<file path="src/rtl/enc_32x5_scan_if.sv">
// rtl/enc_32x5_scan_if.sv - request/index handshake bundle for enc_32x5_scan
// master drives the request side; slave is the encoder.

interface enc_32x5_scan_if #(
  parameter int W = 5,
  parameter int N = 32
);
  logic [N-1:0] req;
  logic         load;
  logic         ack;
  logic [W-1:0] idx;
  logic         valid;
  logic         busy;
  logic         done;
  logic [W:0]   cnt;

  modport master (
    output req, load, ack,
    input  idx, valid, busy, done, cnt
  );

  modport slave (
    input  req, load, ack,
    output idx, valid, busy, done, cnt
  );
endinterface

</file>
<file path="src/rtl/enc_32x5_scan.sv">
// rtl/enc_32x5_scan.sv - sequential priority encoder, emits set-bit indices lowest first
// Optional feature macro: ENC_MERGE_EN (LOAD during SCAN merges REQ into the pending vector).

module enc_32x5_scan #(
  parameter int W = 5,
  parameter int N = 32
) (
  input logic           clk,
  input logic           reset,
  enc_32x5_scan_if.slave bus
);

  typedef enum logic [1:0] {
    IDLE = 2'b00,
    SCAN = 2'b01,
    FIN  = 2'b10
  } state_t;

  localparam logic [W:0] CNT_MAX = (W+1)'(N);

  state_t       state, state_n;
  logic [N-1:0] pend, pend_n, pend_clr;
  logic [W:0]   cnt, cnt_n;
  logic [W-1:0] idx_c;

  // Index of the lowest set bit; zero for an empty vector.
  function automatic logic [W-1:0] lowest_set(input logic [N-1:0] v);
    lowest_set = '0;
    for (int i = N - 1; i >= 0; i--) begin
      if (v[i]) lowest_set = W'(i);
    end
  endfunction

  assign idx_c = lowest_set(pend);

  always_ff @(posedge clk or negedge reset) begin
    if (!reset) begin
      state <= IDLE;
      pend  <= '0;
      cnt   <= '0;
    end else begin
      state <= state_n;
      pend  <= pend_n;
      cnt   <= cnt_n;
    end
  end

  always_comb begin
    state_n  = state;
    pend_n   = pend;
    cnt_n    = cnt;
    pend_clr = pend;
    case (state)
      IDLE: begin
        if (bus.load) begin
          pend_n  = bus.req;
          cnt_n   = '0;
          state_n = (bus.req != '0) ? SCAN : FIN;
        end
      end
      SCAN: begin
        if (bus.ack) begin
          pend_clr = pend & ~(N'(1) << idx_c);
          if (cnt != CNT_MAX) cnt_n = cnt + (W+1)'(1);
        end
`ifdef ENC_MERGE_EN
        // Merge after clearing, so a re-requested ACKed bit survives and is emitted again.
        if (bus.load) pend_clr = pend_clr | bus.req;
`endif
        pend_n  = pend_clr;
        state_n = (pend_clr != '0) ? SCAN : FIN;
      end
      FIN: begin
        state_n = IDLE;
      end
      default: begin
        state_n = IDLE;
      end
    endcase
  end

  assign bus.idx   = idx_c;
  assign bus.valid = (state == SCAN);
  assign bus.busy  = (state == SCAN) || (state == FIN);
  assign bus.done  = (state == FIN);
  assign bus.cnt   = cnt;

endmodule

</file>
<file path="src/flat_wrapper.sv">
// flat-port wrapper written by rule: the top's interface ports become plain ports
module enc_32x5_scan_flat 
#(
  parameter int W = 5,
  parameter int N = 32
)
  (clk, reset, bus_req, bus_load, bus_ack, bus_idx, bus_valid, bus_busy, bus_done, bus_cnt);
  enc_32x5_scan_if #(.W(W), .N(N)) bus_i ();
  input logic clk;
  input logic reset;
  input wire logic [$bits(bus_i.req)-1:0] bus_req;
  input wire logic [$bits(bus_i.load)-1:0] bus_load;
  input wire logic [$bits(bus_i.ack)-1:0] bus_ack;
  output wire logic [$bits(bus_i.idx)-1:0] bus_idx;
  output wire logic [$bits(bus_i.valid)-1:0] bus_valid;
  output wire logic [$bits(bus_i.busy)-1:0] bus_busy;
  output wire logic [$bits(bus_i.done)-1:0] bus_done;
  output wire logic [$bits(bus_i.cnt)-1:0] bus_cnt;
  assign bus_i.req = bus_req;
  assign bus_i.load = bus_load;
  assign bus_i.ack = bus_ack;
  assign bus_idx = bus_i.idx;
  assign bus_valid = bus_i.valid;
  assign bus_busy = bus_i.busy;
  assign bus_done = bus_i.done;
  assign bus_cnt = bus_i.cnt;
  enc_32x5_scan #(.W(W), .N(N)) u_core (.clk(clk), .reset(reset), .bus(bus_i));
endmodule
</file>
<file path="config.mk">
export PLATFORM = sky130hd
export DESIGN_NAME = enc_32x5_scan_flat
export DESIGN_NICKNAME = d
export VERILOG_FILES = /design/src/rtl/enc_32x5_scan_if.sv /design/src/rtl/enc_32x5_scan.sv /design/src/flat_wrapper.sv
export SDC_FILE = /design/constraint.sdc
export NUM_CORES = 1
export LEC_CHECK = 0
export ABC_CLOCK_PERIOD_IN_PS = 4800
export CORE_MARGIN = 2
export CORE_UTILIZATION = 45
export DETAILED_ROUTE_END_ITERATION = 16
export GPL_TIMING_DRIVEN = 0
export MAX_ROUTING_LAYER = met4
export PLACE_DENSITY = 0.68
export SYNTH_ARGS = -nofsm -noshare
export SYNTH_HDL_FRONTEND = slang
export SYNTH_SLANG_ARGS = --single-unit
</file>
<file path="constraint.sdc">
create_clock -name clk -period 4.8 [get_ports clk]
set_input_delay 0.48 -clock clk [delete_from_list [all_inputs] [get_ports clk]]
set_output_delay 0.48 -clock clk [all_outputs]
set_load 0.02 [all_outputs]
</file>
==> impl_metrics.tcl <==
set metrics [dict create \
    synthCells 424 \
    clockBufferDepth 2 \
    drive_gt1_share_pct 5.81 \
    ctsResizeCount 0 \
    hold_viol_final 0 \
    yosys-top-cells-area "dfrtp_1, o21ai_0, nand2_1" \
    h-tree-depth 2 \
    die_w_um 88.9 \
    fin_crit_ps 4220 \
    clock_sink_count 40 \
    post-cts-setup-buffers 0 \
    synth-main-ff-cell "dfrtp_1" \
    nets 522 \
    setup_viol 0 \
    n_antenna_cell 0 \
    worstSetupStartpointType "flip-flop" \
    wire_per_inst_um 21.8 \
    drcViolationCount 0 \
    cap_violations 0 \
    drtIter0Drc 409 \
    rsz0062_at_grt "no" \
    portBuffers 49 \
    finClkSkew_ps 7.68 \
    relSlewSlack_pct 23.2 \
    rows 30 \
    cp_max_fo 7 \
    status "finished clean" \
    die_h_um 88.9 \
    cp.required_ps 4320 \
    clockRootBuffer "clkbuf_8" \
    final_util_pct 58.1 \
    synth_largest_area_cell "dfrtp_1" \
    timing.fmax_ghz 0.237 \
    dp.final_hpwl_um 9410 \
    die_area_um2 7910 \
    clk_pin_slew_ps 90 \
    cts_made_buffers 5 \
    synth_edf_count 0 \
    syn_to_final_growth_pct 22.9 \
    avgSynthCellArea_um2 7.65 \
    ys_warn_count 0 \
    cts_hold_buf 0 \
    syn_area_um2 3250 \
    synthesis.nets 465 \
    vias 3613 \
    gr-usage-all-layers_pct 34.2 \
    initial_core_util_pct 47.2 \
    ys_seq_area_share_pct 30.8 \
    crit_type "flip-flop to primary output" \
    first_global_vias 3392 \
    antenna_found_initial 0 \
    power.density_nw_per_um2 745 \
    post-route-period-util_pct 87.9 \
    grt_max_degree 25 \
    ios 50 \
    fin_tns_setup_ps 0 \
    ys_types 58 \
    peakVddDrop_uv 566 \
    overflow 0 \
    arrival_ps 3740 \
    ant_nets 0 \
    grt_pass1_wl_um 19300 \
    power.leakage_nw 1.54 \
    ys_seq_elements 40 \
    drt-total-wl_um 12600 \
    core_area_um2 6870 \
    worst_slew_pin_slew_ps 1150 \
    synth_top_cell_area_share_pct 30.8 \
    viasPerCell 6.25 \
    gp_congestion 1.04 \
    drtPass1Iterations 5 \
    clk_latency_ps 310 \
    fin_cells 578 \
    dp_cells 570 \
    async_flop_share_pct 100 \
    critPathCaptureType "primary output" \
    cts_tree "done" \
    slew_viol_final 0 \
    hold_path.class "primary input to asynchronous set/reset pin" \
]
-- placed cells by master (no fill, tap or decap), drive strengths merged, types with 5 or more instances in the layout --
cell type,synthesis,routed
o21ai,71,71
clkdlybuf4s50,0,48
nand2,47,47
dfrtp,40,40
a21oi,31,31
nor2,26,26
clkbuf,21,26
nor2b,23,23
nor4,18,18
inv,16,16
nand3,11,11
nor3,10,10
o21a,9,9
o31ai,8,8
a2bb2oi,8,8
buf,6,8
o22ai,6,6
a21boi,6,6
nand2b,6,6
nand4,5,5
ha,5,5
-- stage by stage --
stage          cell area, um2  hold WS, ps  worst slack, ps  total power (W)
5_1_grt                  3990          145              448          0.00316
3_3_place_gp             3860          553              963          0.00261
2_1_floorplan            3250          184             1930          0.00193
3_5_place_dp             3880          463             1020          0.00262
6_report                 3990          126              580          0.00297
4_1_cts                  3990          135              656          0.00292
-- synthesized netlist by cell type, types with 4 or more instances --
| master | count |
|---|---|
| a21boi_0 | 6 |
| a21oi_1 | 31 |
| a2bb2oi_1 | 8 |
| and2_1 | 4 |
| clkbuf_1 | 21 |
| dfrtp_1 | 40 |
| ha_1 | 5 |
| inv_1 | 15 |
| nand2_1 | 46 |
| nand2b_1 | 5 |
| nand3_1 | 11 |
| nand4_1 | 5 |
| nor2_1 | 26 |
| nor2b_1 | 23 |
| nor3_1 | 9 |
| nor4_1 | 17 |
| o21a_1 | 9 |
| o21ai_0 | 69 |
| o22ai_1 | 6 |
| o31ai_1 | 8 |
| xor2_1 | 4 |
-- worst paths after layout --
check | startpoint | end | slack (ps) | depth (start not counted)
max | u_core.pend[30]$_DFFE_PN0P_ | bus_idx[0] | 580 | 7
min | reset | u_core.pend[31]$_DFFE_PN0P_ | 130 | 1
max reg2reg | u_core.pend[19]$_DFFE_PN0P_ | u_core.state[1]$_DFFE_PN0N_ | 1230 | 10
min reg2reg | u_core.pend[28]$_DFFE_PN0P_ | u_core.pend[28]$_DFFE_PN0P_ | 580 | 2
max in group asynchronous | reset | u_core.pend[18]$_DFFE_PN0P_ | 4180 | 2
min in group clk | u_core.pend[28]$_DFFE_PN0P_ | u_core.pend[28]$_DFFE_PN0P_ | 580 | 2
-- flip-flops by register name, summed over array words and instances, names as in the netlist --
register,cells
u_core.state,2
u_core.pend,32
u_core.bus.cnt,6
-- routing by layer --
layer | track usage [%] | vias up | wire, um
met5 | - | - | 0
met3 | 5.08 | 29 | 1200
li1 | - | 1674 | -
met1 | 48.5 | 1698 | 5520
met4 | 11.7 | 0 | 380
met2 | 49.7 | 212 | 5500
-- cell families after synthesis --
group / Yosys count / synth area share [%]
AOI/OAI and AO/OA: 167 / 33.2
and+or+nand+nor: 164 / 26.9
buffers and inverters: 43 / 5.78
DFF: 40 / 30.8
adders and majority gates: 5 / 1.93
xor gates and xnor gates: 4 / 1.08
muxes: 1 / 0.308
-- worst max-delay path, stage by stage (launching register included) --
cell	delay, ps
dfrtp_1	470
nand2b_1	180
a221oi_1	280
nor4_1	120
o211ai_1	270
nand2_1	300
a221oi_1	1030
clkdlybuf4s50_1	780
-- power breakdown --
group | leakage [nW] | switching [W] | internal [W]
Combinational | 0.968 | 0.00127 | 0.000749
Sequential | 0.521 | 0.000202 | 0.000462
Clock | 0.0541 | 0.000138 | 0.000154
Total | 1.54 | 0.00161 | 0.00137
-- layout make-up --
type                            instances  area (um2)
Buffer                                 27         128
Clock buffer                            5        68.8
Clock inverter                          3        42.5
Fill cell                             644        2880
Inverter                               16        60.1
Multi-Input combinational cell        341        2060
Sequential cell                        40        1000
Tap cell                               96         120
Timing Repair Buffer                   50         513
(Power assumes the default switching activity.)
